File: src/rtl/multiplicator_arbiter.sv
// -----------------------------------------------------------------------------
// multiplicator_arbiter
//
// Shares a single fast_multiplicator core between NUM_REQ requesters. Each
// requester offers operands on a valid/ready request channel and receives the
// product and overflow flag on a valid/ready response channel. Arbitration is
// round-robin and only one transaction is in flight at any time.
//
// Optional feature (compile-time macro MULT_ARB_GRANT_COUNT_EN):
//   adds grant_count_out, one saturating 16-bit completed-transaction counter
//   per requester, packed like the operand buses.
//
// Parameters:
//   WIDTH       operand width, product is 2*WIDTH
//   NUM_REQ     number of requesters (2..16)
//   MUL_LATENCY edges from operand launch to product sampling (1..15)
//
// Ports:
//   clock, reset_n         rising-edge clock, asynchronous active-low reset
//   req_valid_in           per-requester request valid
//   req_ready_out          per-requester request ready (one-hot or zero)
//   req_multiplicand_in    packed operands, requester i at [i*WIDTH +: WIDTH]
//   req_multiplier_in      packed operands, same packing
//   rsp_valid_out          per-requester response valid (one-hot or zero)
//   rsp_ready_in           per-requester response ready
//   rsp_product_out        registered product shared by all requesters
//   rsp_overflow_out       registered overflow shared by all requesters
//   grant_id_out           index of the current/last granted requester
//   busy_out               high whenever the arbiter is not idle
//   mul_multiplicand_out   operand register driving the core
//   mul_multiplier_out     operand register driving the core
//   mul_product_in         product from the core
//   mul_overflow_in        overflow from the core
//   grant_count_out        (optional) per-requester completion counters
// -----------------------------------------------------------------------------
module multiplicator_arbiter #(
    parameter int WIDTH       = 8,
    parameter int NUM_REQ     = 4,
    parameter int MUL_LATENCY = 1
) (
    input  logic                         clock,
    input  logic                         reset_n,
    input  logic [NUM_REQ-1:0]           req_valid_in,
    output logic [NUM_REQ-1:0]           req_ready_out,
    input  logic [NUM_REQ*WIDTH-1:0]     req_multiplicand_in,
    input  logic [NUM_REQ*WIDTH-1:0]     req_multiplier_in,
    output logic [NUM_REQ-1:0]           rsp_valid_out,
    input  logic [NUM_REQ-1:0]           rsp_ready_in,
    output logic [2*WIDTH-1:0]           rsp_product_out,
    output logic                         rsp_overflow_out,
    output logic [$clog2(NUM_REQ)-1:0]   grant_id_out,
    output logic                         busy_out,
    output logic [WIDTH-1:0]             mul_multiplicand_out,
    output logic [WIDTH-1:0]             mul_multiplier_out,
    input  logic [2*WIDTH-1:0]           mul_product_in,
    input  logic                         mul_overflow_in
`ifdef MULT_ARB_GRANT_COUNT_EN
    ,
    output logic [16*NUM_REQ-1:0]        grant_count_out
`endif
);

    localparam int ID_W  = $clog2(NUM_REQ);
    localparam int CNT_W = 4;
    localparam logic [ID_W-1:0]  LAST_ID  = ID_W'(NUM_REQ - 1);
    localparam logic [ID_W-1:0]  ONE_ID   = ID_W'(1);
    localparam logic [CNT_W-1:0] LAT_INIT = CNT_W'(MUL_LATENCY);
    localparam logic [CNT_W-1:0] LAT_ONE  = CNT_W'(1);

    typedef enum logic [1:0] {
        ST_IDLE    = 2'd0,
        ST_WAIT    = 2'd1,
        ST_RESPOND = 2'd2
    } state_t;

    state_t            state_r;
    state_t            state_n_s;
    logic [ID_W-1:0]   rr_ptr_r;
    logic [ID_W-1:0]   grant_id_r;
    logic [CNT_W-1:0]  lat_cnt_r;
    logic [WIDTH-1:0]  mcand_r;
    logic [WIDTH-1:0]  mplier_r;
    logic [2*WIDTH-1:0] product_r;
    logic              overflow_r;

    logic              found_s;
    logic [ID_W-1:0]   grant_s;
    logic [ID_W-1:0]   idx_s;
    logic [NUM_REQ-1:0] req_ready_s;
    logic [NUM_REQ-1:0] rsp_valid_s;
    logic              launch_s;
    logic              sample_s;
    logic              rsp_done_s;

    // Round-robin search: first valid requester at or after rr_ptr_r, wrapping
    // explicitly at NUM_REQ-1 so non-power-of-two sizes never index past the end.
    always_comb begin
        found_s = 1'b0;
        grant_s = '0;
        idx_s   = rr_ptr_r;
        for (int k = 0; k < NUM_REQ; k++) begin
            if (!found_s && req_valid_in[idx_s]) begin
                found_s = 1'b1;
                grant_s = idx_s;
            end else begin
                found_s = found_s;
            end
            if (idx_s == LAST_ID) begin
                idx_s = '0;
            end else begin
                idx_s = idx_s + ONE_ID;
            end
        end
    end

    // Next-state and handshake decode for the IDLE/WAIT/RESPOND controller.
    always_comb begin
        state_n_s   = state_r;
        req_ready_s = '0;
        rsp_valid_s = '0;
        launch_s    = 1'b0;
        sample_s    = 1'b0;
        rsp_done_s  = 1'b0;
        case (state_r)
            ST_IDLE: begin
                if (found_s) begin
                    // Ready is only raised towards a valid requester, so the
                    // handshake completes whenever a winner exists.
                    req_ready_s[grant_s] = 1'b1;
                    launch_s             = 1'b1;
                    state_n_s            = ST_WAIT;
                end else begin
                    state_n_s = ST_IDLE;
                end
            end
            ST_WAIT: begin
                if (lat_cnt_r == LAT_ONE) begin
                    sample_s  = 1'b1;
                    state_n_s = ST_RESPOND;
                end else begin
                    state_n_s = ST_WAIT;
                end
            end
            ST_RESPOND: begin
                rsp_valid_s[grant_id_r] = 1'b1;
                if (rsp_ready_in[grant_id_r]) begin
                    rsp_done_s = 1'b1;
                    state_n_s  = ST_IDLE;
                end else begin
                    state_n_s = ST_RESPOND;
                end
            end
            default: begin
                state_n_s = ST_IDLE;
            end
        endcase
    end

    // Controller state register.
    always_ff @(posedge clock or negedge reset_n) begin
        if (!reset_n) begin
            state_r <= ST_IDLE;
        end else begin
            state_r <= state_n_s;
        end
    end

    // Round-robin pointer: advances past the requester whose response completed.
    always_ff @(posedge clock or negedge reset_n) begin
        if (!reset_n) begin
            rr_ptr_r <= '0;
        end else if (rsp_done_s) begin
            rr_ptr_r <= (grant_id_r == LAST_ID) ? '0 : (grant_id_r + ONE_ID);
        end
    end

    // Launch registers: operands, grant id and latency counter. Operands are
    // held until the next grant so the core sees stable inputs throughout.
    always_ff @(posedge clock or negedge reset_n) begin
        if (!reset_n) begin
            mcand_r    <= '0;
            mplier_r   <= '0;
            grant_id_r <= '0;
            lat_cnt_r  <= '0;
        end else if (launch_s) begin
            mcand_r    <= req_multiplicand_in[grant_s*WIDTH +: WIDTH];
            mplier_r   <= req_multiplier_in[grant_s*WIDTH +: WIDTH];
            grant_id_r <= grant_s;
            lat_cnt_r  <= LAT_INIT;
        end else if (state_r == ST_WAIT) begin
            lat_cnt_r <= lat_cnt_r - LAT_ONE;
        end
    end

    // Response data capture; holds the last result until the next sample.
    always_ff @(posedge clock or negedge reset_n) begin
        if (!reset_n) begin
            product_r  <= '0;
            overflow_r <= 1'b0;
        end else if (sample_s) begin
            product_r  <= mul_product_in;
            overflow_r <= mul_overflow_in;
        end
    end

`ifdef MULT_ARB_GRANT_COUNT_EN
    logic [16*NUM_REQ-1:0] grant_cnt_r;

    // Per-requester saturating count of completed response handshakes.
    always_ff @(posedge clock or negedge reset_n) begin
        if (!reset_n) begin
            grant_cnt_r <= '0;
        end else if (rsp_done_s) begin
            for (int i = 0; i < NUM_REQ; i++) begin
                if ((grant_id_r == ID_W'(i)) && (grant_cnt_r[i*16 +: 16] != 16'hFFFF)) begin
                    grant_cnt_r[i*16 +: 16] <= grant_cnt_r[i*16 +: 16] + 16'd1;
                end
            end
        end
    end

    assign grant_count_out = grant_cnt_r;
`endif

    // Ready is a combinational grant; it is forced low while reset is asserted
    // so every output reads zero during reset.
    assign req_ready_out        = req_ready_s & {NUM_REQ{reset_n}};
    assign rsp_valid_out        = rsp_valid_s;
    assign rsp_product_out      = product_r;
    assign rsp_overflow_out     = overflow_r;
    assign grant_id_out         = grant_id_r;
    assign busy_out             = (state_r != ST_IDLE);
    assign mul_multiplicand_out = mcand_r;
    assign mul_multiplier_out   = mplier_r;

endmodule

File: config.mk
export PLATFORM = sky130hd
export DESIGN_NAME = multiplicator_arbiter
export DESIGN_NICKNAME = d
export VERILOG_FILES = /design/src/rtl/multiplicator_arbiter.sv
export SDC_FILE = /design/constraint.sdc
export NUM_CORES = 1
export LEC_CHECK = 0
export BUFFER_PORTS_ARGS = -buffer_cell sky130_fd_sc_hd__buf_4
export CAP_MARGIN = 20
export CORE_AREA = 2 2 110 91
export CTS_CLUSTER_DIAMETER = 80
export DETAILED_ROUTE_END_ITERATION = 16
export DIE_AREA = 0 0 112 93
export GPL_ROUTABILITY_DRIVEN = 0
export SETUP_SLACK_MARGIN = 0.5
export SLEW_MARGIN = 20
export SYNTH_ARGS = -nofsm -noshare
export SYNTH_HDL_FRONTEND = slang
export SYNTH_SLANG_ARGS = --single-unit
File: constraint.sdc
create_clock -name clock -period 4.63 [get_ports clock]
set_input_delay 1.389 -clock clock [delete_from_list [all_inputs] [get_ports clock]]
set_output_delay 1.389 -clock clock [all_outputs]
set_load 0.005 [all_outputs]
==> summary.md, run 1 <==
| Metric | Value |
|---|---|
| Die ar. | 10,400 um2 |
| Wire per inst | 15.8 um |
| Layout area overhead | 50.9% |
| Antenna diode count | 0 |
| GR Overflow Total | 0 |
| Peak VDD IR | around 0.3 mV |
| # DRC | 0 |
| Via Count | 2,473 |
| DR vias/cell | 4.89 |
| Worst EP required | 3.24 ns |
| Period Utilization, post-route | 91.4% |
| I/O pins | approximately 140 |
| Reg power frac | 24.6% |
| Hold WS | 0.508 ns |
| Switch share | 39.8% |
| Fin cells | a little over 500 |
| Fin Clk Skew | 0.00515 ns |
| Critical Path Start | req_valid_in[0] |
| Int Power | 1.73 mW |
| Starting Density | 29.3% |
| Layout cells sized above 1 | 59.2% |
| Sequential area share after synthesis | between 30% and 40% |
| Fmax | 236 MHz |
| Worst-path clk slew | roughly 0.070 ns |
| Placed Instance Area | 3850 um2 |
| Cell total after placement | about 500 |
| Number of enable flip-flop cells after synthesis | 0 |
| Relative slew slack | roughly 52% |
| Post-synthesis register bit count | 43 |
| Crit start category | primary input |
| Power density cells | roughly 690 nW/um2 |
| Crit Path Max Fanout | 3 |
| Min Clock Period, post-route | approximately 4.2 ns |
| H-tree lvl count | 2 |
| Run status | complete, no violations |
| Maxcap violations | 0 |
| # setup viols final | 0 |
| Die height | a little over 90 um |
| RSZ-0062 raised after global routing | true |
| Largest net degree at the start of global routing | 41 |
| Slew Viols, Final | 0 |
| Cell Rows | 32 |
| Hold wc startpoint | rsp_product_out[3] |
| Ys Warns | 0 |
| Core box area | between 9000 and 10,000 um2 |
| Post-route cell area | 4150 um2 |
| Commonest non-fill, non-tap cell in the layout | buf_4 |
| Clock Latency Late Sink | 0.28 ns |
| Reg-to-Reg Start | rr_ptr_r[0] |
| Post-Route Utilization | ~44% |
| TritonCTS buffer count | 5 |
| Drt total wl | ~8 mm |
| Avg Cell Area, Syn | 11.3 um2 |
| Vias in the first global route | 2,551 |
| Post-route setup TNS | 0 ns |
| Hold-fix buffers, CTS | 0 |
| NetSw | 1.14 mW |
| Syn Nets | 342 |
| Yosys cell types | 42 |
| TritonCTS Sinks | 43 |
| First-pass GRT wire length | 12.7 mm |
| CTS tree | built |
| Leak pwr | 1.93 nW |
| Antenna Nets Post-Route | 0 |
| Initial antenna violation count | 0 |
| Final Hold Fails | 0 |
| Asr flop ratio synth | 100% |
| Most frequent cells in the layout | buf_4 (149), dfrtp_1 (43), mux2_2 (23) |
| Clock power share | around 12% |
| IO buf count | 134 |
| Worst min path class | reg2reg |
| DP HPWL | 5.88 mm |
| Cell Area, Synth | between 2000 and 3000 um2 |
| Crit Path Class | in2out |
| Pwr Total | about 2.9 mW |
| Final setup margin | 0.400 ns |
| Worst-Margin Slew | roughly 0.72 ns |
| Crit path DAT | 2.84 ns |
| Combinational share of power | 63.1% |
| Root buffer cell | clkbuf_16 |
| Gr usage total | 15.0% |
| Ys flop type | dfrtp_1 |
| Crit. End Element | output pin |
| Syn Inst Count | 244 |
| Setup slack at placement | 0.273 ns |
| Layout Nets | 484 |
| 1st-iter DRT viols | 116 |
| Die Wd | about 110 um |
| TritonRoute pass-1 iters | 4 |
| Max clock buf depth | 2 |
-- synthesized netlist by cell type (5+ instances only) --
cell type / instances / area [um2]
ha_1: 7 / 87.6
o21ai_0: 22 / 110
dfrtp_1: 43 / 1080
o221a_1: 11 / 124
nor2_1: 9 / 33.8
clkbuf_1: 9 / 33.8
inv_1: 22 / 82.6
nand2_1: 10 / 37.5
o2111ai_2: 8 / 120
mux2_2: 23 / 259
and2_1: 6 / 37.5
nand3_1: 5 / 25.0
mux2_4: 14 / 210
o2111ai_1: 7 / 61.3
-- routing by layer --
metal,GRT usage (%),up-vias,wire (um)
li1,-,1187,-
met1,19.3,1177,3420
met2,26.0,99,3970
met3,3.24,10,492
met4,3.66,0,139
met5,0,-,0
-- power by group through the flow --
| stage | combinational, mW | sequential (mW) | clock (mW) |
|---|---|---|---|
| 3_5_place_dp | 1.70 | 0.710 | 0 |
| 4_1_cts | 1.78 | 0.708 | 0.364 |
| 5_1_grt | 1.97 | 0.735 | 0.377 |
| 6_report | 1.81 | 0.706 | 0.354 |
| 2_1_floorplan | 1.20 | 0.693 | 0 |
| 3_3_place_gp | 1.67 | 0.705 | 0 |
-- sequential cells by signal, summed over array words and instances, names as in the netlist --
name,flops
rsp_product_out,16
mul_multiplicand_out,8
mul_multiplier_out,8
lat_cnt_r,4
grant_id_out,2
rr_ptr_r,2
state_r,2
rsp_overflow_out,1
-- repair_timing --
item                                    CTS  global route
pin swaps                                 7             5
gates resized for setup                  11             4
endpoints found under the setup margin    4             4
setup buffers                             7             5
-- worst max-delay path, stage by stage --
cell	delay (ns)
buf_8	0.09
mux2_4	0.27
mux2_4	0.30
a311oi_4	0.30
buf_4	0.20
nor2_4	0.04
nand3_2	0.08
nor2_1	0.04
buf_4	0.14
-- cell families (layout without fill, tap and decap cells) --
group / Yosys count / count (layout) / synth area share [%]
and+or+nand+nor: 44 / 44 / 8.29
adders and majority gates: 7 / 7 / 3.19
DFF: 43 / 43 / 39.2
buffers and inverters: 40 / 183 / 7.83
AOI/OAI and AO/OA: 69 / 69 / 22.6
muxes: 39 / 39 / 18.3
xor gates and xnor gates: 2 / 2 / 0.638
-- worst paths after layout --
kind,to,slack (ns),cells after the start
min in group asynchronous,mul_multiplicand_out[4],0.93,1
max,req_ready_out[3],0.40,9
min,rsp_product_out[3],0.51,1
max in group asynchronous,mul_multiplicand_out[2],3.00,2
max reg2reg,mul_multiplier_out[0],1.38,9
min reg2reg,rsp_product_out[3],0.51,1
-- layout make-up --
class	instances	area [um2]
fillers	908	5220
multi-input cells	161	1520
repair buffers	153	1170
flip-flops and latches	43	1080
well taps	119	149
clock buffers	5	125
inverters	22	82.6
clock inverters	3	25.0
Note: power is estimated with default switching activity, not from simulation.
==> run 2: changes to the inputs <==
- CORE_AREA: 2 2 110 91 -> 2 2 90 75
- CTS_BUF_LIST: unset -> sky130_fd_sc_hd__clkbuf_16
- DIE_AREA: 0 0 112 93 -> 0 0 92 77
- PLACE_DENSITY_LB_ADDON: unset -> 0.05
==> run 2 against run 1 <==
Global-route usage increased by 5.9 points. Critical path depth is 1 lower. Clock-buffer cell count is the same. Final area shrank 2.2%. Power decreased by 3.0%. Cell count decreased by 8.3%. Largest cell class unchanged.
==> summary.md, run 2 (synthesis results as in run 1) <==
| Metric | Value |
|---|---|
| Run status | complete, no violations (unchanged) |
| Pwr Total | 2.78 mW (was 2.87 mW) |
| First-pass GRT wire length | 12.0 mm (was 12.7 mm) |
| H-tree lvl count | 2 (unchanged) |
| Die height | 77 um (was 93 um) |
| Gr usage total | 20.9% (was 15.0%) |
| Leak pwr | 1.90 nW (was 1.93 nW) |
| Final Hold Fails | 0 (unchanged) |
| TritonCTS buffer count | 5 (unchanged) |
| Worst min path class | reg2reg (unchanged) |
| Wire per inst | 15.8 um (about the same) |
| Slew Viols, Final | 0 (unchanged) |
| Multi-input combinational cell area | 1530 um2 (was 1520 um2) |
| Most frequent cells in the layout | buf_4 (143), dfrtp_1 (43), mux2_2 (23) (was buf_4 (149), dfrtp_1 (43), mux2_2 (23)) |
| Largest stage delay on the critical path | 0.29 ns (was 0.30 ns) |
| Layout area overhead | 47.5% (was 50.9%) |
| Antenna Nets Post-Route | 0 (unchanged) |
| Root buffer cell | clkbuf_16 (unchanged) |
| 1st-iter DRT viols | 124 (was 116) |
| CTS tree | built (unchanged) |
| Peak VDD IR | 0.335 mV (was 0.298 mV) |
| Clock Latency Late Sink | 0.28 ns (about the same) |
| Initial antenna violation count | 0 (unchanged) |
| Crit. End Element | output pin (unchanged) |
| Cell Rows | 26 (was 32) |
| Fin Clk Skew | 0.00588 ns (was 0.00515 ns) |
| Max clock buf depth | 2 (unchanged) |
| Drt total wl | 7.32 mm (was 8.02 mm) |
| # DRC | 0 (unchanged) |
| Commonest non-fill, non-tap cell in the layout | buf_4 (unchanged) |
| IO buf count | 134 (unchanged) |
| Worst Path Buf+Inv | 2 (was 3) |
| Hold WS | 0.508 ns (about the same) |
| Crit Path Max Fanout | 6 (was 3) |
| Layout Nets | 478 (was 484) |
| Crit Path Class | in2out (unchanged) |
| TritonCTS Sinks | 43 (unchanged) |
| Slowest-stage cell, CP | mux2_4 (unchanged) |
| Antenna diode count | 0 (unchanged) |
| Worst-path clk slew | 0.05 ns (was 0.07 ns) |
| # setup viols final | 0 (unchanged) |
| Hold-fix buffers, CTS | 0 (unchanged) |
| Post-Route Utilization | 65.6% (was 44.3%) |
| DR vias/cell | 5.25 (was 4.89) |
| Post-route setup TNS | 0 ns (unchanged) |
| CP dominant cell by count | mux2_4 |
| Min Clock Period, post-route | 4.15 ns (was 4.23 ns) |
| Vias in the first global route | 2,532 (was 2,551) |
| Relative slew slack | 49.7% (was 51.7%) |
| Fmax | 241 MHz (was 236 MHz) |
| Max reg flops | 16 (unchanged) |
| I/O pins | 135 (unchanged) |
| Core box area | 6180 um2 (was 9370 um2) |
| Die Wd | 92 um (was 112 um) |
| DP HPWL | 5.30 mm (was 5.88 mm) |
| Power density cells | 687 nW/um2 (was 692 nW/um2) |
| Layout cells sized above 1 | 58.4% (was 59.2%) |
| # fillers | 518 (was 908) |
| Maxcap violations | 0 (unchanged) |
| Worst EP required | 3.24 ns (about the same) |
| Worst-path cell chain | buf_6, mux2_4, mux2_4, a311oi_4, or2_4, nand3_2, nor2_2, buf_4 (was buf_8, mux2_4, mux2_4, a311oi_4, buf_4, nor2_4, nand3_2, nor2_1, buf_4) |
| Worst-Margin Slew | 0.752 ns (was 0.723 ns) |
| Period Utilization, post-route | 89.6% (was 91.4%) |
| Via Count | 2,437 (was 2,473) |
| TritonRoute pass-1 iters | 4 (unchanged) |
| Largest net degree at the start of global routing | 42 (was 41) |
| Starting Density | 44.5% (was 29.3%) |
| Crit start category | primary input (unchanged) |
| Register area | 1080 um2 (unchanged) |
| Die ar. | 7080 um2 (was 10,400 um2) |
| GR Overflow Total | 0 (unchanged) |
| RSZ-0062 raised after global routing | true (unchanged) |
| Worst path top cell family by delay | multiplexers (unchanged) |
| Crit path DAT | 2.76 ns (was 2.84 ns) |
[run 2: cell count changes in the layout (fill, tap and decap cells not counted)]
| cell | delta |
|---|---|
| a2111oi_2 | -1 |
| clkinv_2 | +1 |
| nand3_4 | -1 |
| buf_4 | -6 |
| a2111oi_4 | +1 |
| nor2_1 | -1 |
| nor2b_2 | -1 |
| clkinv_4 | -2 |
| clkinvlp_4 | -1 |
| nand3_2 | +1 |
| nor2_2 | +1 |
| clkinv_1 | +1 |
| nor2b_4 | +1 |
[run 2: repair_timing]
item,in CTS,in global routing
gates resized for setup,11,6
pin swaps,2,3
setup buffers,4,3
endpoints found under the hold margin,0,0
setup endpoints to repair,4,4
[run 2: power by group]
group	switching, mW	internal [mW]
Combinational	0.833	0.920
Clock	0.130	0.194
Sequential	0.135	0.573
Total	1.10	1.69
[run 2: worst reg2reg max path, delay by kind of cell, from the launching register on]
kind | cells | cell delay (ns)
multiplexers | 1 | 0.40
AND/OR/NAND/NOR | 2 | 0.91
flip-flops | 1 | 0.52
adder cells (fa/ha/maj) | 1 | 0.32
AO/OA/AOI/OAI | 3 | 0.78
buffers and inverters | 1 | 0.29
[run 2: area by class of cell]
| cell class | count | share of cell area [%] |
|---|---|---|
| well taps | 84 | 2.59 |
| multi-input cells | 161 | 37.7 |
| clock inverters | 2 | 0.216 |
| flip-flops and latches | 43 | 26.5 |
| inverters | 22 | 2.04 |
| clock buffers | 5 | 3.09 |
| repair buffers | 147 | 27.8 |
[run 2: path summary, 6_finish.rpt]
kind                               startpoint                 endpoint  slack, ns  depth (start not counted)
setup / recovery              req_valid_in[2]         req_ready_out[2]       0.48                          8
hold / removal             rsp_product_out[1]       rsp_product_out[1]       0.51                          1
setup reg to reg                  rr_ptr_r[0]    mul_multiplier_out[2]       1.35                          8
hold reg to reg            rsp_product_out[1]       rsp_product_out[1]       0.51                          1
max in group asynchronous             reset_n  mul_multiplicand_out[5]       3.01                          2
min in group asynchronous             reset_n    mul_multiplier_out[2]       0.91                          1
[run 2: per-stage QoR]
step	setup WS [ns]	instances	cell area, um2
CTS	0.459	461	4000
finish	0.481	464	4050
detailed placement	0.365	450	3800
global route	0.404	464	4050
global placement	0.341	450	3800
floorplan	0.260	244	2770
[run 2: metal layers]
metal  vias to the layer above  global-route usage [%]  wire length (um)
met5                         -                       0                 0
met4                         0                    6.72               119
met3                        10                    5.99               453
met2                        79                    35.7              3570
met1                      1178                    25.6              3180
li1                       1170                       -                 -
